==> src/rtl/add_subtract_unit.sv <==
// rtl/add_subtract_unit.sv - 32-bit two-level carry-lookahead add/sub with registered status (optional ADD_SUBTRACT_OVF_EN)
module add_subtract_unit (
    input  logic        clk_i,
    input  logic        rst_i,
    input  logic [31:0] a_i,
    input  logic [31:0] b_i,
    input  logic        cin_i,
    output logic [31:0] result_o,
    output logic        cout_o,
    output logic [31:0] result_q_o,
    output logic        cout_q_o,
    output logic        zero_q_o,
    output logic        neg_q_o,
    output logic        ovf_q_o
);

    logic [31:0] b_x;
    logic [31:0] bit_g;
    logic [31:0] bit_p;
    logic [7:0]  grp_g;
    logic [7:0]  grp_p;
    logic [8:0]  grp_c;
    logic [31:0] bit_c;
    logic [31:0] sum;
    logic        c32;

    // Subtract is A + ~B + 1; the +1 enters as the carry-in of group 0.
    assign b_x   = b_i ^ {32{cin_i}};
    assign bit_g = a_i & b_x;
    assign bit_p = a_i ^ b_x;

    always_comb begin
        for (int k = 0; k < 8; k++) begin
            grp_g[k] = bit_g[4*k+3]
                     | (bit_p[4*k+3] & bit_g[4*k+2])
                     | (bit_p[4*k+3] & bit_p[4*k+2] & bit_g[4*k+1])
                     | (bit_p[4*k+3] & bit_p[4*k+2] & bit_p[4*k+1] & bit_g[4*k]);
            grp_p[k] = &bit_p[4*k +: 4];
        end
    end

    // Second level: every group carry is a flat sum of products of the group terms.
    always_comb begin
        logic term;
        logic prop;
        grp_c    = '0;
        grp_c[0] = cin_i;
        for (int k = 0; k < 8; k++) begin
            term = grp_g[k];
            prop = grp_p[k];
            for (int j = k - 1; j >= 0; j--) begin
                term = term | (prop & grp_g[j]);
                prop = prop & grp_p[j];
            end
            grp_c[k+1] = term | (prop & cin_i);
        end
    end

    always_comb begin
        logic term;
        logic prop;
        bit_c = '0;
        for (int k = 0; k < 8; k++) begin
            for (int i = 0; i < 4; i++) begin
                term = 1'b0;
                prop = 1'b1;
                for (int j = i - 1; j >= 0; j--) begin
                    term = term | (prop & bit_g[4*k+j]);
                    prop = prop & bit_p[4*k+j];
                end
                bit_c[4*k+i] = term | (prop & grp_c[k]);
            end
        end
    end

    assign sum      = bit_p ^ bit_c;
    assign c32      = grp_c[8];
    assign result_o = sum;
    assign cout_o   = c32 ^ cin_i;

    always_ff @(posedge clk_i or posedge rst_i) begin
        if (rst_i) begin
            result_q_o <= '0;
            cout_q_o   <= 1'b0;
            zero_q_o   <= 1'b0;
            neg_q_o    <= 1'b0;
        end else begin
            result_q_o <= sum;
            cout_q_o   <= c32 ^ cin_i;
            zero_q_o   <= (sum == 32'd0);
            neg_q_o    <= sum[31];
        end
    end

`ifdef ADD_SUBTRACT_OVF_EN
    logic ovf;

    // Using the inverted B covers both modes: operands of equal sign whose sum flips sign.
    assign ovf = (a_i[31] == b_x[31]) && (sum[31] != a_i[31]);

    always_ff @(posedge clk_i or posedge rst_i) begin
        if (rst_i) begin
            ovf_q_o <= 1'b0;
        end else begin
            ovf_q_o <= ovf;
        end
    end
`else
    assign ovf_q_o = 1'b0;
`endif

endmodule

==> config.mk <==
export PLATFORM = sky130hd
export DESIGN_NAME = add_subtract_unit
export DESIGN_NICKNAME = d
export VERILOG_FILES = /design/src/rtl/add_subtract_unit.sv
export SDC_FILE = /design/constraint.sdc
export NUM_CORES = 1
export LEC_CHECK = 0
export ABC_AREA = 1
export CORE_MARGIN = 2
export CORE_UTILIZATION = 40
export CTS_CLUSTER_SIZE = 20
export DETAILED_ROUTE_END_ITERATION = 12
export HOLD_SLACK_MARGIN = 0.02
export PLACE_DENSITY = 0.84
export RECOVER_POWER = 50
export SKIP_LAST_GASP = 1
export SYNTH_ARGS = -nofsm -noshare
export SYNTH_HDL_FRONTEND = slang
export SYNTH_SLANG_ARGS = --single-unit
export TNS_END_PERCENT = 30
==> constraint.sdc <==
create_clock -name clk_i -period 3.25 [get_ports clk_i]
set_input_delay 0.4875 -clock clk_i [delete_from_list [all_inputs] [get_ports clk_i]]
set_output_delay 0.4875 -clock clk_i [all_outputs]
set_load 0.01 [all_outputs]
# Word-level counts from Yosys, hierarchy flattened
# Cells that the tools add are included.
[word_totals]
regBits = 35
in_bits = 67
output_inout_bits = 69
wordCells = 302
[classes]
n_bitwise = 289
n_reduce_logical = 9
[op_table]
columns = ["operator", "count"]
rows = [
  ["$and A1 B1 Y1", 176],
  ["$or A1 B1 Y1", 108],
  ["$xor A32 B32 Y32", 3],
  ["$and A32 B32 Y32", 1],
  ["$logic_not A32 Y1", 1],
  ["$reduce_and A4 Y1", 8],
  ["$xor A1 B1 Y1", 1],
]

# Depth between registers and ports, before layout
[depth]
depth_word = 18
mapped_depth = 26
depth_no_buf = 24

# Least setup slack after synthesis
# No wires, ideal clock.
[synth_path]
path_type = "input -> register"
start = "in cin_i"
end = "reg zero_q_o"
setup_time_ps = 71
t_arrival_ps = 3474
required_time_ps = 3179
setup_slack_ps = -295
cell_stages = 24
n_path_buf = 2
path_cell_list = "buf_2 -> buf_2 -> xor2_1 -> ha_1 -> nand2_2 -> nor2_4 -> nand2_4 -> nor2_4 -> nand2_1 -> nand2_2 -> nand2_1 -> nand3_2 -> inv_1 -> fa_1 -> nand4_1 -> nor3_1 -> nand3_1 -> nor2_1 -> nand3_1 -> nor2_1 -> nand3_1 -> nor2_1 -> nand4_1 -> nor2_1"
[synth_between]
elab_chain_len = 18
elab_cells_between_ends = 265
cone_classes = "257 x bitwise; 8 x reduce/logical"
[synth_rtl]
columns = ["item", "line_no", "rtl"]
rows = [
  ["from (decl)", "7", "input logic cin_i,"],
  ["$xor A32 B32 Y32", "28", "assign b_x = b_i ^ {32{cin_i}};"],
  ["$xor A32 B32 Y32 or $and A32 B32 Y32 (tied branches)", "30, 29", ""],
  ["$and A1 B1 Y1 (on tied branches)", "35, 36, 37", ""],
  ["$or A1 B1 Y1, or another cell as far along", "35", "| (bit_p[4*k+3] & bit_g[4*k+2])"],
  ["$or A1 B1 Y1 or $and A1 B1 Y1 (tied branches)", "36, 37", ""],
  ["$or A1 B1 Y1", "37", "| (bit_p[4*k+3] & bit_p[4*k+2] & bit_p[4*k+1] & bit_g[4*k]);"],
  ["$and A1 B1 Y1", "52", "term = term | (prop & grp_g[j]);"],
  ["$or A1 B1 Y1 (6 in a row)", "52", ""],
  ["$or A1 B1 Y1", "55", "grp_c[k+1] = term | (prop & cin_i);"],
  ["$and A1 B1 Y1", "71", "bit_c[4*k+i] = term | (prop & grp_c[k]);"],
  ["$or A1 B1 Y1", "71", ""],
  ["$xor A32 B32 Y32 (*)", "76", "assign sum = bit_p ^ bit_c;"],
  ["$logic_not A32 Y1 (*)", "90", "zero_q_o <= (sum == 32'd0);"],
  ["to (signal assigned)", "90", ""],
  ["to (decl)", "12", "output logic zero_q_o,"],
]
# Every way passes the cells marked *; elsewhere a longest branch is shown, timed or not.

# Final worst setup path
[layout_path]
start = "in cin_i"
end = "out result_o[18]"
[layout_between]
elab_chain_len = 14
elab_cells_between_ends = 56
cone_classes = "52 x bitwise; 4 x reduce/logical"
[layout_rtl]
columns = ["item", "line_no", "rtl"]
rows = [
  ["$xor A32 B32 Y32", "28", ""],
  ["$xor A32 B32 Y32 or $and A32 B32 Y32 (tied branches)", "30, 29", ""],
  ["$and A1 B1 Y1 (on tied branches)", "35, 36, 37", ""],
  ["$or A1 B1 Y1, or another cell as far along", "35", ""],
  ["$or A1 B1 Y1 or $and A1 B1 Y1 (tied branches)", "36, 37", ""],
  ["$or A1 B1 Y1", "37", ""],
  ["$and A1 B1 Y1", "52", ""],
  ["$or A1 B1 Y1 (3 in a row)", "52", ""],
  ["$or A1 B1 Y1", "55", ""],
  ["$and A1 B1 Y1", "71", ""],
  ["$or A1 B1 Y1", "71", ""],
  ["$xor A32 B32 Y32 (*)", "76", ""],
  ["to (decl)", "8", "output logic [31:0] result_o,"],
]
# Marked as above.

==> results.toml <==
[outcome]
status = "finished with violations"
failed_checks = "capacitance limit, slew limit, setup timing"

[grt]
antenna_found_initial = 0
grt_overflow = 0
grt.total_usage_pct = 26.25
grt_pass1_vias = 3963
grt_pass1_wl_um = 18310
grt_max_degree = 35

[sta]
finalCriticalPeriod_ns = 3.775
min_period_over_period_pct = 116.2
rsz0062_at_grt = "yes"
max_slew_margin_pct = -22.58
drv_slew = 35
fin_setup_tns_ns = -6.592
worst_slew_pin_slew_ns = 1.839
final.setup.worst_slack_ns = -0.5250
setup_violations = 30
finalHoldViolCount = 0
max_freq_mhz = 264.9

[power]
power_leakage_nw = 3.167
power_density_nw_per_um2 = 469.1
ir_worst_vdd_v = 0.0001952
power.total_mw = 2.816

[place]
dp_slack_ns = -0.9870
dp_hpwl_um = 8713
gp_congestion = 0.9731
placed_area_sq_um = 5284
port_buffers = 134

[routing]
initialDrtViolationCount = 394
vias = 4157
postRouteAntennaNets = 0
wl_per_cell_um = 17.02
via_per_inst = 5.296
firstDrtPassIters = 5
drc = 0
wirelength_um = 13360

[die]
core_sq_um = 7807
start_util_pct = 41.71
die_h_um = 94.24
ios = 136
die_w_um = 94.24
dieArea_sq_um = 8880
fp-row-count = 32

[setup_path]
cp-start-kind = "primary input"
crit_type = "primary input to output port"
arrival_ns = 3.29
cp-end-kind = "output port"
required_ns = 2.76
crit_fanout = 7

[clock_tree]
cts_made_buffers = 5
clockBufferDepth = 2
h-tree-depth = 2
cts_tree = "done"
path_clk_slew_ns = 0.07
cts.sinks = 34
cts-root-buf = "clkbuf_8"

[hold_path]
hold_class = "primary input to flip-flop"
min_from = "cin_i"
holdPathEnd = "cout_q_o"
min_path_cells = 4

[cells_and_area]
fin_area_sq_um = 6003
area_growth_pct = 84.33
n_antenna_cell = 0
drive_gt1_share_pct = 33.82
multiInputGateArea_sq_um = 2417
fillerInstances = 481
regArea_sq_um = 850.8
final_util_pct = 76.89
fin_nets = 788

[synthesis]
yosysUniqueCellTypes = 31
synth_nets = 551
syn_inst = 445
seq_area_frac_synth_pct = 26.12
yosysWarningCount = 0
avgSynthCellArea_sq_um = 7.319
synth_edf_count = 0
async_flop_share_pct = 100.0
synth_ff_type = "dfrtp_1"
synth_seq_cells = 34
synth_area_sq_um = 3257

[flow_run]
drv_cap = 1
flip-flops by register name, summed over array words and instances, names as in the netlist:
register	flops
cout_q_o	1
neg_q_o	1
result_q_o	31
zero_q_o	1
power breakdown:
group / total (mW) / internal [mW] / switching, mW
sequential: 0.573 / 0.541 / 0.0321
clock: 0.335 / 0.170 / 0.164
combinational: 1.91 / 0.979 / 0.930
total: 2.82 / 1.69 / 1.13
critical path, stage by stage:
cell and delay [ns]:
buf_12 0.13, buf_12 0.14, xor2_1 0.17, ha_1 0.36, nand2_2 0.13, inv_1 0.09
nand2_1 0.09, nand2_1 0.11, nand2_1 0.09, nand2_1 0.06, nor2_1 0.14, nand2_2 0.08
buf_4 0.15, nand2_1 0.13, nand2_1 0.11, nand2_1 0.09, nand2_1 0.08, inv_1 0.09
clkdlybuf4s50_1 0.53
cell type report:
class / count / area share (%)
multi-input cells: 312 / 40.27
repair buffers: 236 / 35.99
flip-flops and latches: 34 / 14.17
inverters: 93 / 5.857
well taps: 102 / 2.126
clock buffers: 6 / 1.376
clock inverters: 2 / 0.2084
synth_stat cells, types with 2 or more instances:
library cell / count / area (sq um)
nand2_1: 115 / 431.7
nand2_2: 14 / 87.58
nor2_1: 23 / 86.33
a21oi_1: 9 / 45.04
nand4_1: 5 / 31.28
buf_4: 2 / 15.01
buf_2: 4 / 20.02
nand3_2: 3 / 30.03
nand3_1: 30 / 150.1
o211ai_1: 2 / 15.01
nor2_4: 5 / 56.30
dfrtp_1: 34 / 850.8
ha_1: 32 / 400.4
xor2_1: 34 / 297.8
a221oi_1: 3 / 26.28
nand3b_1: 7 / 52.55
a31oi_1: 2 / 12.51
inv_1: 91 / 341.6
nor2_2: 2 / 12.51
xnor2_1: 10 / 87.58
nor3_1: 2 / 10.01
fa_1: 7 / 140.1
layout by cell type, fill, tap and decap left out, types with 7 or more instances in the layout:
cell type / count
dlygate4sd2_1: 30
nand2_1: 92
xor2_2: 7
nor2_4: 8
dfrtp_1: 34
inv_1: 79
nand3_2: 8
ha_1: 24
nand2_2: 33
nor2_1: 13
nor2_2: 9
inv_2: 12
buf_6: 11
clkdlybuf4s50_1: 68
nand3b_1: 7
ha_4: 8
buf_4: 91
xor2_1: 27
nand3_1: 24
dlygate4sd3_1: 18
cell families (layout without fill, tap and decap cells):
logic type | Yosys count | in the layout | synth area share [%]
buf+inv | 99 | 337 | 11.79
fa+ha+maj | 39 | 39 | 16.60
other cells | 1 | 1 | 0.1151
compound gates | 19 | 19 | 3.688
simple gates | 209 | 209 | 29.85
flops | 34 | 34 | 26.12
xor+xnor | 44 | 44 | 11.83
through the flow:
stage	hold slack [ns]	instances
CTS	0.6026	784
floorplan	0.6291	445
global route	0.7724	785
global placement	0.8992	751
detailed placement	0.9108	751
finish	0.7552	785
timing repair:
action	in CTS	in global routing
pin swaps	81	51
resized for setup	123	59
gates cloned	2	0
endpoints found under the setup margin	30	32
hold buffers	0	0
buffers inserted	24	4
per-layer routing:
layer  part of all wire, %  up-vias  global-route usage (%)  routed length, um
li1                      -     1826                       -                  -
met1                    36     1968                   29.31               4763
met2                    50      282                   49.70               6681
met3                   8.4       81                   2.970               1128
met4                   5.9        0                   11.23                788
met5                     0        -                       0                  0
worst max path at each step:
stage	startpoint	slack [ns]	end	cells past startpoint
2_1_floorplan	cin_i	-0.19	zero_q_o	24
3_3_place_gp	b_i[16]	-0.73	zero_q_o	24
3_5_place_dp	b_i[16]	-0.99	zero_q_o	22
4_1_cts	cin_i	-0.44	zero_q_o	24
5_1_grt	cin_i	-0.63	zero_q_o	24
6_report	cin_i	-0.53	result_o[18]	19
Note: power is estimated with default switching activity, not from simulation.
